==> src/rtl/ghost_pkg.sv <==
// rtl/ghost_pkg.sv - shared ghost constants, direction encoding and scheduler states
package ghost_pkg;

  localparam logic [3:0] DIR_NONE  = 4'b0000;
  localparam logic [3:0] DIR_RIGHT = 4'b0001;
  localparam logic [3:0] DIR_LEFT  = 4'b0010;
  localparam logic [3:0] DIR_DOWN  = 4'b0100;
  localparam logic [3:0] DIR_UP    = 4'b1000;

  localparam int H_VISIBLE_START = 336;
  localparam int V_VISIBLE_START = 27;
  localparam int MOVE_TO_CENTER  = 7;
  localparam int SCALING_FACTOR  = 16;

  localparam int GHOST_BLINKY = 0;
  localparam int GHOST_PINKY  = 1;
  localparam int GHOST_INKY   = 2;
  localparam int GHOST_CLYDE  = 3;

  typedef enum logic [2:0] {
    IDLE,
    ISSUE,
    WAIT,
    UPDATE,
    DONE
  } sched_state_t;

endpackage

==> src/rtl/ghost_pos_stepper.sv <==
// rtl/ghost_pos_stepper.sv - one-step position update with horizontal tunnel wrap
module ghost_pos_stepper
  import ghost_pkg::*;
#(
  parameter int STEP_PX = 1,
  parameter int H_MIN   = 343,
  parameter int H_MAX   = 1263
) (
  input  logic [10:0] x,
  input  logic [9:0]  y,
  input  logic [3:0]  dir,
  output logic [10:0] next_x,
  output logic [9:0]  next_y,
  output logic        valid
);

  logic [11:0] x_wide;

  always_comb begin
    x_wide = {1'b0, x} + 12'(STEP_PX);
    next_x = x;
    next_y = y;
    valid  = 1'b1;
    case (dir)
      DIR_RIGHT: next_x = (x_wide > 12'(H_MAX)) ? 11'(H_MIN) : x_wide[10:0];
      DIR_LEFT:  next_x = ({1'b0, x} < 12'(H_MIN + STEP_PX)) ? 11'(H_MAX) : x - 11'(STEP_PX);
      DIR_DOWN:  next_y = y + 10'(STEP_PX);
      DIR_UP:    next_y = y - 10'(STEP_PX);
      // no move and any non-one-hot code leave the ghost where it is
      default:   valid = 1'b0;
    endcase
  end

endmodule

==> src/rtl/ghost_move_scheduler.sv <==
// rtl/ghost_move_scheduler.sv - shares one ghost_control instance across all ghosts each frame
// Optional GHOST_SCHED_FREEZE_EN adds a freeze input that turns a tick into an empty round.
module ghost_move_scheduler
  import ghost_pkg::*;
#(
  parameter int NUM_GHOSTS = 4,
  parameter int GC_LATENCY = 2,
  parameter int STEP_PX    = 1,
  parameter int H_MIN      = 343,
  parameter int H_MAX      = 1263,
  parameter logic [11*NUM_GHOSTS-1:0] HOME_X = {NUM_GHOSTS{11'd791}},
  parameter logic [10*NUM_GHOSTS-1:0] HOME_Y = {NUM_GHOSTS{10'd370}}
) (
  input  logic                       clk,
  input  logic                       rst,
`ifdef GHOST_SCHED_FREEZE_EN
  input  logic                       freeze,
`endif
  input  logic                       frame_tick,
  input  logic [10:0]                pacman_x,
  input  logic [9:0]                 pacman_y,
  output logic [10:0]                gc_ghost_x,
  output logic [9:0]                 gc_ghost_y,
  output logic [10:0]                gc_pacman_x,
  output logic [9:0]                 gc_pacman_y,
  output logic [3:0]                 gc_prev_dir,
  input  logic [3:0]                 gc_move_dir,
  output logic [11*NUM_GHOSTS-1:0]   ghost_pos_x,
  output logic [10*NUM_GHOSTS-1:0]   ghost_pos_y,
  output logic [4*NUM_GHOSTS-1:0]    ghost_dir,
  output logic                       busy,
  output logic                       round_done,
  output logic                       overrun
);

  localparam int IDX_W = (NUM_GHOSTS > 1) ? $clog2(NUM_GHOSTS) : 1;
  localparam int CNT_W = $clog2(GC_LATENCY + 1);

  sched_state_t     state;
  logic [IDX_W-1:0] idx;
  logic [CNT_W-1:0] wait_cnt;
  logic [10:0]      next_x;
  logic [9:0]       next_y;
  logic             step_valid;
  logic             skip_round;

`ifdef GHOST_SCHED_FREEZE_EN
  assign skip_round = freeze;
`else
  assign skip_round = 1'b0;
`endif

  ghost_pos_stepper #(
    .STEP_PX (STEP_PX),
    .H_MIN   (H_MIN),
    .H_MAX   (H_MAX)
  ) u_stepper (
    .x      (ghost_pos_x[11*idx +: 11]),
    .y      (ghost_pos_y[10*idx +: 10]),
    .dir    (gc_move_dir),
    .next_x (next_x),
    .next_y (next_y),
    .valid  (step_valid)
  );

  always_ff @(posedge clk or posedge rst) begin
    if (rst) begin
      state       <= IDLE;
      idx         <= '0;
      wait_cnt    <= '0;
      gc_ghost_x  <= '0;
      gc_ghost_y  <= '0;
      gc_pacman_x <= '0;
      gc_pacman_y <= '0;
      gc_prev_dir <= '0;
      ghost_pos_x <= HOME_X;
      ghost_pos_y <= HOME_Y;
      ghost_dir   <= {NUM_GHOSTS{DIR_RIGHT}};
      busy        <= 1'b0;
      round_done  <= 1'b0;
      overrun     <= 1'b0;
    end else begin
      round_done <= 1'b0;
      // busy covers every non-IDLE state, including DONE
      if (frame_tick && busy) overrun <= 1'b1;
      case (state)
        IDLE: begin
          if (frame_tick) begin
            gc_pacman_x <= pacman_x;
            gc_pacman_y <= pacman_y;
            idx         <= '0;
            busy        <= 1'b1;
            state       <= skip_round ? DONE : ISSUE;
          end
        end
        ISSUE: begin
          gc_ghost_x  <= ghost_pos_x[11*idx +: 11];
          gc_ghost_y  <= ghost_pos_y[10*idx +: 10];
          gc_prev_dir <= ghost_dir[4*idx +: 4];
          wait_cnt    <= CNT_W'(GC_LATENCY);
          state       <= WAIT;
        end
        WAIT: begin
          wait_cnt <= wait_cnt - 1'b1;
          if (wait_cnt == CNT_W'(1)) state <= UPDATE;
        end
        UPDATE: begin
          if (step_valid) begin
            ghost_pos_x[11*idx +: 11] <= next_x;
            ghost_pos_y[10*idx +: 10] <= next_y;
            ghost_dir[4*idx +: 4]     <= gc_move_dir;
          end
          if (idx == IDX_W'(NUM_GHOSTS - 1)) begin
            state <= DONE;
          end else begin
            idx   <= idx + 1'b1;
            state <= ISSUE;
          end
        end
        DONE: begin
          round_done <= 1'b1;
          busy       <= 1'b0;
          state      <= IDLE;
        end
        default: state <= IDLE;
      endcase
    end
  end

endmodule

==> config.mk <==
export PLATFORM = sky130hd
export DESIGN_NAME = ghost_move_scheduler
export DESIGN_NICKNAME = d
export VERILOG_FILES = /design/src/rtl/ghost_pkg.sv /design/src/rtl/ghost_pos_stepper.sv /design/src/rtl/ghost_move_scheduler.sv
export SDC_FILE = /design/constraint.sdc
export NUM_CORES = 1
export LEC_CHECK = 0
export CORE_UTILIZATION = 53
export DETAILED_ROUTE_END_ITERATION = 10
export PLACE_DENSITY = 0.82
export REMOVE_ABC_BUFFERS = 1
export SLEW_MARGIN = 10
export SYNTH_ARGS = -nofsm -noshare
export SYNTH_HDL_FRONTEND = slang
export SYNTH_HIERARCHICAL = 1
export SYNTH_SLANG_ARGS = --single-unit
==> constraint.sdc <==
create_clock -name clk -period 5.2 [get_ports clk]
set_input_delay 0.52 -clock clk [delete_from_list [all_inputs] [get_ports clk]]
set_output_delay 0.52 -clock clk [all_outputs]
set_load 0.02 [all_outputs]
==> flow_summary.toml, run 1 <==
[synth]
synth.yosys.seq_area_share = 0.4444
synthTopCellsByArea = "dfrtp_1 (30%), dfstp_2 (14%), nand2_1 (7.8%)"
synth_ff_type = "dfrtp_1"
netlist_instances = 872
yosys_warnings = 6
synth_area_per_cell_um2 = 10.23
yosysMostFrequentCell = "nand2_1"
netlist_top_cells_count = "nand2_1 (185), dfrtp_1 (108), o21ai_1 (79)"
async_flop_share = 1.000
yosysTopAreaCell = "dfrtp_1"
netlist-cell-type-count = 82
synth-edff-count = 0
ys_ff_latch = 156
yosysTopAreaCellShare = 0.3030
syn-cell-area_mm2 = 0.008920

[drt]
routed_via_density = 6.146
drt_pass1_iterations = 6
initialDrtViolationCount = 793
wl_per_cell_um = 20.56
routed_wl_um = 25830
drc = 0
ant_nets = 0
vias = 7719

[floorplan]
fp.dieH_um = 131.7
die_area_mm2 = 0.01735
initial_core_util = 0.5398
die_w_um = 131.7
rows = 47
core_mm2 = 0.01652
io_pins = 177

[clock_network]
clock-sinks = 156
clockRootBuffer = "clkbuf_16"
h-tree-depth = 4
cts_buffers = 17
clkLatencyLatePin_ns = 0.43
clkSlewWorstSetupHoldPaths_ns = 0.07
postCtsHoldBufs = 0
post_cts_resized = 0
max-clock-path-buffers = 2
cts_tree = "yes"
post_cts_buffers = 0

[sta]
holdWs_ns = 0.4653
slew_headroom = 0.2813
fin_tns_setup_ns = 0
period_minus_slack_ns = 4.334
rsz0062_at_grt = "no"
finalHoldViolCount = 0
timing.fmax_mhz = 230.8
worst_slew_pin_slew_ns = 1.078
slew_violations = 0
min_period_over_period = 0.8334
skew_ns = 0.006466
setup_viol_count_final = 0
worst_slack_ns = 0.8663

[finish]
layout-drive-gt1-share = 0.1863
finalNetCount = 1069
num_antenna_cells = 0
area_growth_pct = 26.82

[global_routing]
grt_overflow = 0
antenna_found_initial = 0
grt_usage = 0.3081
grt_pass1_vias = 7517
grt_pass1_wl_um = 41750
grt_max_degree = 70

[flow_run]
maxCapViolations = 0

[power]
switchingPower_w = 0.001832
p_leak_nw = 4.361
fin_total_pwr_w = 0.004606
switching_share = 0.3978
cellPowerDensity_mw_per_mm2 = 407.2
internal-power_w = 0.002774
vdd_drop_max_mv = 0.4057
clockPowerShare = 0.273
seq_power_share = 0.343
combPwrFrac = 0.384

[min_path]
min_path_cells = 1
hold_end = "overrun"
hold_start = "overrun"
hold_path_class = "reg2reg"

[worst_setup_path]
cpMostUsedCell = "mux2i_1"
crit_required_ns = 5.55
crit_type = "reg2reg"
crit_arrival_ns = 4.69
end_kind = "flop"
regToRegSetupSlack_ns = 0.87
worstReg2RegEnd = "ghost_pos_y[19]"
r2r-start = "idx[0]"
reg2reg_depth = 11
critPathMaxStageDelay_ns = 0.80
path_cells = "buf_4 -> mux4_2 -> ha_1 -> or3_1 -> o22ai_1 -> mux2i_1 -> xnor2_1 -> mux2i_1 -> mux2i_2 -> nand2_1 -> o21ai_1"
cpMaxStageDelayCell = "dfrtp_2"
crit_fanout = 23
cp-start-kind = "flop"

[placed_design]
io_buffers = 176
gp_congestion = 0.9315
hpwlAfterDp_um = 18080
pre_cts_ws_ns = 0.8398

[status]
status = "completed"
cells in the final DEF, fill, tap and decap left out, drive strengths merged, types with 6 or more instances in the layout:
master / instances
o21ai: 100
a22o: 9
and3: 7
o211ai: 7
a21oi: 18
xnor2: 10
nor2: 27
nand4: 8
o31ai: 10
nand3: 20
nor3b: 7
inv: 27
ha: 17
nand2: 187
dfstp: 48
buf: 17
clkinv: 8
clkbuf: 17
nor3: 16
clkdlybuf4s50: 176
mux2: 54
dfrtp: 108
mux4: 25
nor4b: 6
o21a: 7
nor4: 8
mux2i: 12
registers in the layout, summed over array words and instances, names as in the netlist:
name         flops
wait_cnt         2
ghost_dir       16
busy             1
overrun          1
round_done       1
gc_ghost_x      11
gc_prev_dir      4
ghost_pos_x     44
state            3
gc_pacman_x     11
ghost_pos_y     40
idx              2
gc_pacman_y     10
gc_ghost_y      10
power by group through the flow:
stage / Combinational (W) / Clock, W / Sequential, W
2_1_floorplan: 0.000859 / 0 / 0.00180
3_3_place_gp: 0.00173 / 0 / 0.00159
3_5_place_dp: 0.00175 / 0 / 0.00160
4_1_cts: 0.00176 / 0.00126 / 0.00158
5_1_grt: 0.00188 / 0.00131 / 0.00161
6_report: 0.00177 / 0.00126 / 0.00158
through the flow:
step                utilization  std cells  instance area [µm²]
global placement         0.6482       1224                10710
global route             0.6846       1256                11310
CTS                      0.6846       1256                11310
floorplan                     -        811                 8534
detailed placement       0.6482       1224                10710
finish                   0.6846       1256                11310
kinds of logic after synthesis:
family | synth area share
simple gates | 0.1700
compound gates | 0.1483
flops | 0.4444
mux | 0.1464
buf+inv | 0.05204
fa+ha+maj | 0.02609
xor+xnor | 0.01276
layer usage:
layer  up-vias  track usage  share of wire
met4         0       0.1376          0.035
met3        72      0.07497          0.086
met2       434       0.4636           0.46
met5         -            0              0
met1      3753       0.4248           0.42
li1       3460            -              -
worst max path at each step:
stage | start | end | slack, ns
2_1_floorplan | idx[0] | ghost_pos_y[10] | 0.12
3_3_place_gp | gc_move_dir[3] | ghost_pos_y[10] | 0.92
3_5_place_dp | gc_move_dir[1] | ghost_pos_y[0] | 0.84
4_1_cts | idx[0] | ghost_pos_y[10] | 0.93
5_1_grt | idx[0] | ghost_pos_y[10] | 0.62
6_report | idx[0] | ghost_pos_y[19] | 0.87
layout make-up:
cell class | instances | area [µm²]
multi-input cells | 634 | 4498
well taps | 220 | 275.3
repair buffers | 193 | 1889
clock buffers | 17 | 425.4
inverters | 21 | 83.83
clock inverters | 15 | 175.2
fillers | 1264 | 5213
flip-flops and latches | 156 | 3965
critical path, delay by kind of cell, from the launching register on:
family / cells / cell delay (ns)
adder cells (fa/ha/maj): 1 / 0.29
buffers and inverters: 1 / 0.42
AO/OA/AOI/OAI: 2 / 0.35
flip-flops: 1 / 0.80
multiplexers: 4 / 1.38
AND/OR/NAND/NOR: 2 / 0.51
XOR/XNOR: 1 / 0.49
(Power assumes the default switching activity.)
==> run 2, diff against run 1 <==
--- a/config.mk
+++ b/config.mk
@@ -5,9 +5,9 @@
 export SDC_FILE = /design/constraint.sdc
 export NUM_CORES = 1
 export LEC_CHECK = 0
-export CORE_UTILIZATION = 53
+export CORE_UTILIZATION = 47
 export DETAILED_ROUTE_END_ITERATION = 10
-export PLACE_DENSITY = 0.82
+export PLACE_DENSITY = 0.77
 export REMOVE_ABC_BUFFERS = 1
 export SLEW_MARGIN = 10
 export SYNTH_ARGS = -nofsm -noshare
==> constraint.sdc (replaced) <==
create_clock -name clk -period 3.91 [get_ports clk]
set_input_delay 0.391 -clock clk [delete_from_list [all_inputs] [get_ports clk]]
set_output_delay 0.391 -clock clk [all_outputs]
set_load 0.02 [all_outputs]
==> flow_summary.toml, run 2 (synthesis gave the netlist of run 1 again) <==
[sta]
finalHoldViolCount = 0
slew_violations = 0
worst_slew_pin_slew_ns = 0.7988
period_minus_slack_ns = 3.718
slew_headroom = 0.4663
rsz0062_at_grt = "yes"
skew_ns = 0.01212
timing.fmax_mhz = 269.0
min_period_over_period = 0.9509
setup_viol_count_final = 0

[min_path]
hold_path_class = "in2async"

[power]
combPwrFrac = 0.411
cellPowerDensity_mw_per_mm2 = 545.6
vdd_drop_max_mv = 0.3866
p_leak_nw = 4.563
clockPowerShare = 0.266
switching_share = 0.3911
fin_total_pwr_w = 0.006354
switchingPower_w = 0.002485
seq_power_share = 0.323
internal-power_w = 0.003869

[worst_setup_path]
cpMaxStageDelayCell = "mux4_2"
reg2reg_depth = 13
end_kind = "flop"
cpMostUsedCell = "mux2i_1"
r2r-start = "idx[0]"
regToRegSetupSlack_ns = 0.19
crit_arrival_ns = 4.08
timing.critical_path.buf_inv = 1
cp_top_family = "multiplexers"
cp-start-kind = "flop"
crit_type = "reg2reg"
crit_required_ns = 4.27
critPathMaxStageDelay_ns = 0.58
worstReg2RegEnd = "ghost_pos_y[11]"
crit_fanout = 5
path_cells = "buf_12 -> mux4_2 -> ha_1 -> a211o_1 -> o211ai_1 -> a21oi_1 -> o22ai_1 -> mux2i_1 -> xnor2_1 -> mux2i_1 -> mux2i_2 -> o2bb2ai_1 -> a22o_1"

[placed_design]
dp_cells = 1272
hpwlAfterDp_um = 19420
gp_congestion = 0.9348
io_buffers = 176

[floorplan]
initial_core_util = 0.4785
core_mm2 = 0.01864
fp.dieH_um = 139.8
rows = 50
io_pins = 177
die_w_um = 139.8
die_area_mm2 = 0.01953

[finish]
finalNetCount = 1105
multi_input_area_mm2 = 0.004504
final_cell_mix = "nand2_1 (185), clkdlybuf4s50_1 (176), dfrtp_1 (107)"
top_register = "ghost_pos_x"
layout-drive-gt1-share = 0.2146
largest_reg_flops = 44
seq_area_mm2 = 0.003965
area_growth_pct = 30.57
final_common_cell = "nand2_1"
num_antenna_cells = 0
layout.cells.non_filler = 1306
fillers = 1505
reg_top3 = "ghost_pos_x (44), ghost_pos_y (40), ghost_dir (16)"

[clock_network]
cts_buffers = 17
clkSlewWorstSetupHoldPaths_ns = 0.07
postCtsHoldBufs = 0
clock-sinks = 156
cts_tree = "yes"
clkLatencyLatePin_ns = 0.44
h-tree-depth = 4
max-clock-path-buffers = 2
clockRootBuffer = "clkbuf_16"

[global_routing]
grt_overflow = 0
grt_pass1_wl_um = 42090
grt_pass1_vias = 7508
grt_max_degree = 76
grt_usage = 0.2779
antenna_found_initial = 0

[drt]
ant_nets = 0
drt_pass1_iterations = 8
initialDrtViolationCount = 702
vias = 7778
routed_wl_um = 26580
drc = 0
wl_per_cell_um = 20.35
routed_via_density = 5.956

[status]
status = "completed"

[flow_run]
maxCapViolations = 0
[run 2: cell types whose count changed in the layout (fill, tap and decap cells not counted), sizes merged]
cell	previous run	this run
inv	27	31
clkinv	8	3
bufinv	0	1
buf	17	53
[run 2: layout make-up]
cell class / count / share of cell area
clock inverters: 15 / 0.01418
clock buffers: 17 / 0.03653
multi-input cells: 634 / 0.3868
inverters: 21 / 0.007198
flip-flops and latches: 156 / 0.3405
well taps: 234 / 0.02514
repair buffers: 229 / 0.1897
[run 2: worst max-delay path by stage]
| stage | slack [ns] | start | endpoint | cells past startpoint |
|---|---|---|---|---|
| 2_1_floorplan | -1.17 | idx[0] | ghost_pos_y[10] | 12 |
| 3_3_place_gp | 0.09 | gc_move_dir[1] | ghost_pos_y[10] | 13 |
| 3_5_place_dp | -0.004 | gc_move_dir[1] | ghost_pos_y[31] | 15 |
| 4_1_cts | 0.03 | idx[0] | ghost_pos_y[31] | 14 |
| 5_1_grt | -0.01 | idx[0] | ghost_pos_y[36] | 14 |
| 6_report | 0.19 | idx[0] | ghost_pos_y[11] | 13 |
[run 2: per-stage QoR]
| stage | utilization | TNS [ns] | setup WS, ns | hold WS [ns] | cell area (µm²) |
|---|---|---|---|---|---|
| 6_report | 0.6247 | 0 | 0.1919 | 0.4529 | 11650 |
| 3_5_place_dp | 0.5912 | -0.003850 | -0.003850 | 0.4616 | 11020 |
| 4_1_cts | 0.6229 | 0 | 0.03394 | 0.4694 | 11610 |
| 5_1_grt | 0.6247 | -0.01017 | -0.01017 | 0.4790 | 11650 |
| 3_3_place_gp | 0.5912 | 0 | 0.09094 | 0.4564 | 11020 |
| 2_1_floorplan | - | -130.99 | -1.168 | 0.4847 | 8534 |
[run 2: per-layer routing]
layer  vias up  track usage  routed length [µm]
li1       3526            -                   -
met4         0       0.1053                 658
met2       381       0.4263               12400
met5         -            0                   0
met1      3821       0.3863               11590
met3        50      0.05919                1927
[run 2: power by group through the flow]
stage,logic [W],clock network [W],registers [W]
floorplan,0.00114,0,0.00239
global placement,0.00252,0,0.00208
detailed placement,0.00253,0,0.00210
CTS,0.00254,0.00171,0.00207
global route,0.00276,0.00177,0.00208
finish,0.00261,0.00169,0.00205
[run 2: repair_timing]
item	in CTS	in global routing
setup endpoints to repair	0	15
buffers inserted	0	2
resized for setup	0	1
hold endpoints to repair	0	0
==> RTL edit 1: new RTL, config.mk and constraints of run 1 <==
Encoding of `sched_state_t`: now one-hot (5 bits for 5 states).
--- a/src/rtl/ghost_pkg.sv
+++ b/src/rtl/ghost_pkg.sv
@@ -18,10 +18,10 @@
   localparam int GHOST_CLYDE  = 3;
 
-  typedef enum logic [2:0] {
-    IDLE,
-    ISSUE,
-    WAIT,
-    UPDATE,
-    DONE
+  typedef enum logic [4:0] {
+    IDLE   = 5'b00001,
+    ISSUE  = 5'b00010,
+    WAIT   = 5'b00100,
+    UPDATE = 5'b01000,
+    DONE   = 5'b10000
   } sched_state_t;
 
Formal check against the unedited RTL: no difference found for any inputs over 4 cycles, from zero or initial values and one cycle with rst high; so few cycles prove little.
==> RTL edit 1 against run 1 <==
- sequential share of layout area increased by 0.50 points
- cell area fell by 0.12%
- synthesized cell count decreased by 1.1%
- sequential cell count grew 2
- worst setup slack lost 0.0022 ns
- routed wire length up 0.76%
- area after synthesis down 1.0%
- critical path type unchanged
- highest routed layer unchanged
Power is not compared: it rests on default switching activity, and its combinational part moved more than twofold at a synthesized area within 25%.
==> RTL edit 1: results (changes against run 1) <==
metric	value	unit	change
DR WL met3	2470	um	was 2230 um
Compound-Gate Fraction of Synth Area	0.157		was 0.148
fraction of layout cells with a size suffix above 1	0.196		was 0.186
Hold WS	0.457	ns	was 0.465 ns
Worst-Margin Slew	1.08	ns	about the same
flop2flop setup slack	0.86	ns	was 0.87 ns
DR iter-0 viols	894		was 793
Seq/Total Area, Yosys	0.455		was 0.444
Multi-input gate area	0.00445	mm^2	was 0.00450 mm^2
DR top layer	met4		unchanged
Fmax achieved	0.231	GHz	about the same
Avg Synthesized Cell Area	10.2	um^2	about the same
static leakage	4.35	nW	
Worst Path Arrival	4.71	ns	was 4.69 ns
largest net degree at the start of global routing	84		was 70
Ys Warns	6		unchanged
peak supply drop	235	uV	
placed cells	1211		was 1224
r2r endpoint	ghost_pos_y[39]		was ghost_pos_y[19]
met2 wire length	11900	um	was 11800 um
final WL	26000	um	was 25800 um
Post-Synth XOR/XNOR Area	0.0109		was 0.0128
CTS buffer count	17		unchanged
post-synthesis mux area share	0.148		was 0.146
placed instance area	0.0107	mm^2	about the same
CP delay by family, top	compound AO/OA/AOI/OAI gates		was multiplexers
Setup WS pre-CTS	0.636	ns	was 0.840 ns
# nets final	1060		was 1069
final setup violation count	0		unchanged
Fillers	1192		was 1264
Post-CTS Setup Bufs	0		unchanged
status	finished, final reports clean		unchanged
synth unique cells	77		was 82
first-pass GRT wire length	40400	um	was 41700 um
Vias	7711		was 7719
largest cells by area after synthesis	dfrtp_1 31%, dfstp_2 15%, nand2_1 6.9%		was dfrtp_1 30%, dfstp_2 14%, nand2_1 7.8%
HPWL after DPL	17900	um	was 18100 um
Clock Skews	0.0133	ns	was 0.00647 ns
WL met1	10800	um	was 10900 um
GPL Wtd Cong	0.913		was 0.932
Vias/cell	6.20		was 6.15
vias in the first global route	7420		was 7517
adder-cell share of the synthesized area	0.0264		was 0.0261
GRT Total Usage	0.316		was 0.308
Commonest cells post-synth	163 x nand2_1, 109 x dfrtp_1, 95 x o21ai_0		was 185 x nand2_1, 108 x dfrtp_1, 79 x o21ai_1
-- RTL edit 1: changes by cell type after synthesis, sizes merged, moves of 8 or more --
| cell | change |
|---|---|
| xnor2 | -8 |
| a22o | +9 |
| nand2 | -24 |
| buf | -24 |
| nand3 | -8 |
| clkbuf | +26 |
-- RTL edit 1: layout make-up --
type                    count  area share
multi-input cells         623       0.394
flip-flops and latches    158       0.355
repair buffers            196       0.169
clock buffers              21      0.0416
well taps                 216      0.0239
clock inverters            11     0.00952
inverters                  18     0.00642
-- RTL edit 1: power by group through the flow --
stage | Sequential (mW) | Clock [mW] | Combinational, mW
after floorplan | 1.55 | 0 | 0.286
after global placement | 1.44 | 0 | 0.673
after detailed placement | 1.45 | 0 | 0.684
after CTS | 1.42 | 1.23 | 0.688
after global routing | 1.44 | 1.28 | 0.739
final | 1.43 | 1.22 | 0.681
-- RTL edit 1: per-layer routing --
layer	vias to the layer above	track usage
met5	-	0
met4	0	0.142
met3	73	0.0666
met2	420	0.490
met1	3764	0.430
li1	3454	-
==> RTL edit 2: new RTL, settings of run 1 <==
Made on the original files. The option `GHOST_SCHED_FREEZE_EN` is turned on by a define.
--- a/src/rtl/ghost_move_scheduler.sv
+++ b/src/rtl/ghost_move_scheduler.sv
@@ -1,4 +1,6 @@
 // rtl/ghost_move_scheduler.sv - shares one ghost_control instance across all ghosts each frame
 // Optional GHOST_SCHED_FREEZE_EN adds a freeze input that turns a tick into an empty round.
+`define GHOST_SCHED_FREEZE_EN
+
 module ghost_move_scheduler
   import ghost_pkg::*;
Ports: changed (added freeze); port bits go from 177 to 178. No check against the original RTL was run, so the function may have changed too.
==> RTL edit 2 against run 1 <==
- cell area fell by 1.0%
- total power decreased by 3.3%
- routed wire length increased by 2.6%
- core utilization up 1.3 points
- sequential power hardly changed
- non-clock buffer count is 3 lower
- sequential cell count did not move
- count of clock-buffer cells in the layout grew 3
- area after synthesis decreased by 1.3%
- worst setup slack lost 0.15 ns
- combinational power shrank 7%
- fmax shrank 3.4%
- clock power fell by 3%
- critical endpoint is now ghost_pos_y[33]
- largest cell class unchanged
- largest power group unchanged
==> RTL edit 2: results (changes against run 1) <==
metric	value	unit	change
status	finished, final reports clean		unchanged
Vias/cell	6.25		was 6.15
initial antenna violation count	0		unchanged
largest cells by area after synthesis	dfrtp_1 31%, dfstp_2 14%, nand2_1 8.0%		was dfrtp_1 30%, dfstp_2 14%, nand2_1 7.8%
Cells on Worst Hold Path	2		was 1
peak supply drop	292	uV	was 406 uV
# nets final	1068		was 1069
HPWL after DPL	17900	um	was 18100 um
DR iter-0 viols	1059		was 793
Commonest cells post-synth	187 x nand2_1, 108 x dfrtp_1, 69 x o21ai_0		was 185 x nand2_1, 108 x dfrtp_1, 79 x o21ai_1
static leakage	4.39	nW	was 4.36 nW
Clock Skews	0.00830	ns	was 0.00647 ns
first-pass GRT wire length	41600	um	was 41700 um
largest net degree at the start of global routing	111		was 70
final WL	26500	um	was 25800 um
vias in the first global route	7667		was 7517
CP delay by family, top	compound AO/OA/AOI/OAI gates		was multiplexers
GRT Total Usage	0.323		was 0.308
Worst-Margin Slew	1.01	ns	was 1.08 ns
GPL Wtd Cong	0.936		was 0.932
fraction of layout cells with a size suffix above 1	0.186		about the same
placed instance area	0.0106	mm^2	was 0.0107 mm^2
crit path max fanout	34		was 23
synth unique cells	74		was 82
Mapped Area	0.00880	mm^2	was 0.00892 mm^2
Worst Path Arrival	4.77	ns	was 4.69 ns
port buffer count	177		was 176
Seq/Total Area, Yosys	0.450		was 0.444
==> RTL edit 2: changes by cell type after synthesis, moves of 10 or more <==
cell	run 1	this run
mux2_1	17	0
mux2_2	37	56
o21ai_1	79	6
o31ai_1	10	28
o21ai_0	20	69
clkbuf_1	9	19
==> RTL edit 2: layout make-up <==
| type | count | area (um^2) |
|---|---|---|
| fillers | 1175 | 4860 |
| multi-input cells | 637 | 4440 |
| flip-flops and latches | 156 | 3970 |
| repair buffers | 190 | 1870 |
| clock buffers | 20 | 457 |
| well taps | 216 | 270 |
| clock inverters | 12 | 114 |
| inverters | 19 | 76.3 |
==> RTL edit 2: worst reg2reg max path, stage by stage (launching register included) <==
cell and delay, ns:
dfrtp_2 0.83, mux4_2 0.66, ha_1 0.34, a211o_1 0.30, o211ai_1 0.17, a21oi_1 0.17, o22ai_1 0.19, mux2i_1 0.33
xnor2_1 0.23, mux2_2 0.31, a222oi_1 0.63, o21ai_0 0.19
==> RTL edit 2: worst paths after layout <==
path                           startpoint         endpoint  slack (ns)
max                                idx[0]  ghost_pos_y[33]        0.71
min                        ghost_pos_x[4]   ghost_pos_x[4]        0.46
max reg2reg                        idx[0]  ghost_pos_y[33]        0.71
max in group asynchronous             rst   gc_ghost_x[10]        3.31
min in group asynchronous             rst   gc_pacman_y[3]        0.70
min reg2reg                ghost_pos_x[4]   ghost_pos_x[4]        0.46
==> RTL edit 2: report_power, final <==
| part | total [mW] | internal [mW] | switching (mW) | leakage, nW |
|---|---|---|---|---|
| Combinational | 1.65 | 0.723 | 0.931 | 2.19 |
| Clock | 1.22 | 0.687 | 0.529 | 0.269 |
| Sequential | 1.58 | 1.40 | 0.185 | 1.93 |
==> RTL edit 2: kinds of logic (layout without fill, tap and decap cells) <==
family	after synthesis	count (layout)	synth area share
compound gates	185	185	0.138
flops	156	156	0.450
buf+inv	82	241	0.0472
fa+ha+maj	18	18	0.0264
simple gates	330	330	0.178
xor+xnor	13	13	0.0129
mux	91	91	0.147
==> RTL edit 2: layer usage <==
layer,vias up,GRT usage,wire (um)
met3,80,0.0871,2400
met4,0,0.140,774
met5,-,0,0
met2,455,0.507,12700
li1,3449,-,-
met1,3828,0.421,10600
==> RTL edit 2: stage by stage <==
stage	util	setup slack (ns)	instances
floorplan	-	0.395	812
global placement	0.662	0.838	1218
detailed placement	0.662	0.774	1218
CTS	0.697	0.844	1250
global route	0.697	0.511	1250
finish	0.697	0.712	1250
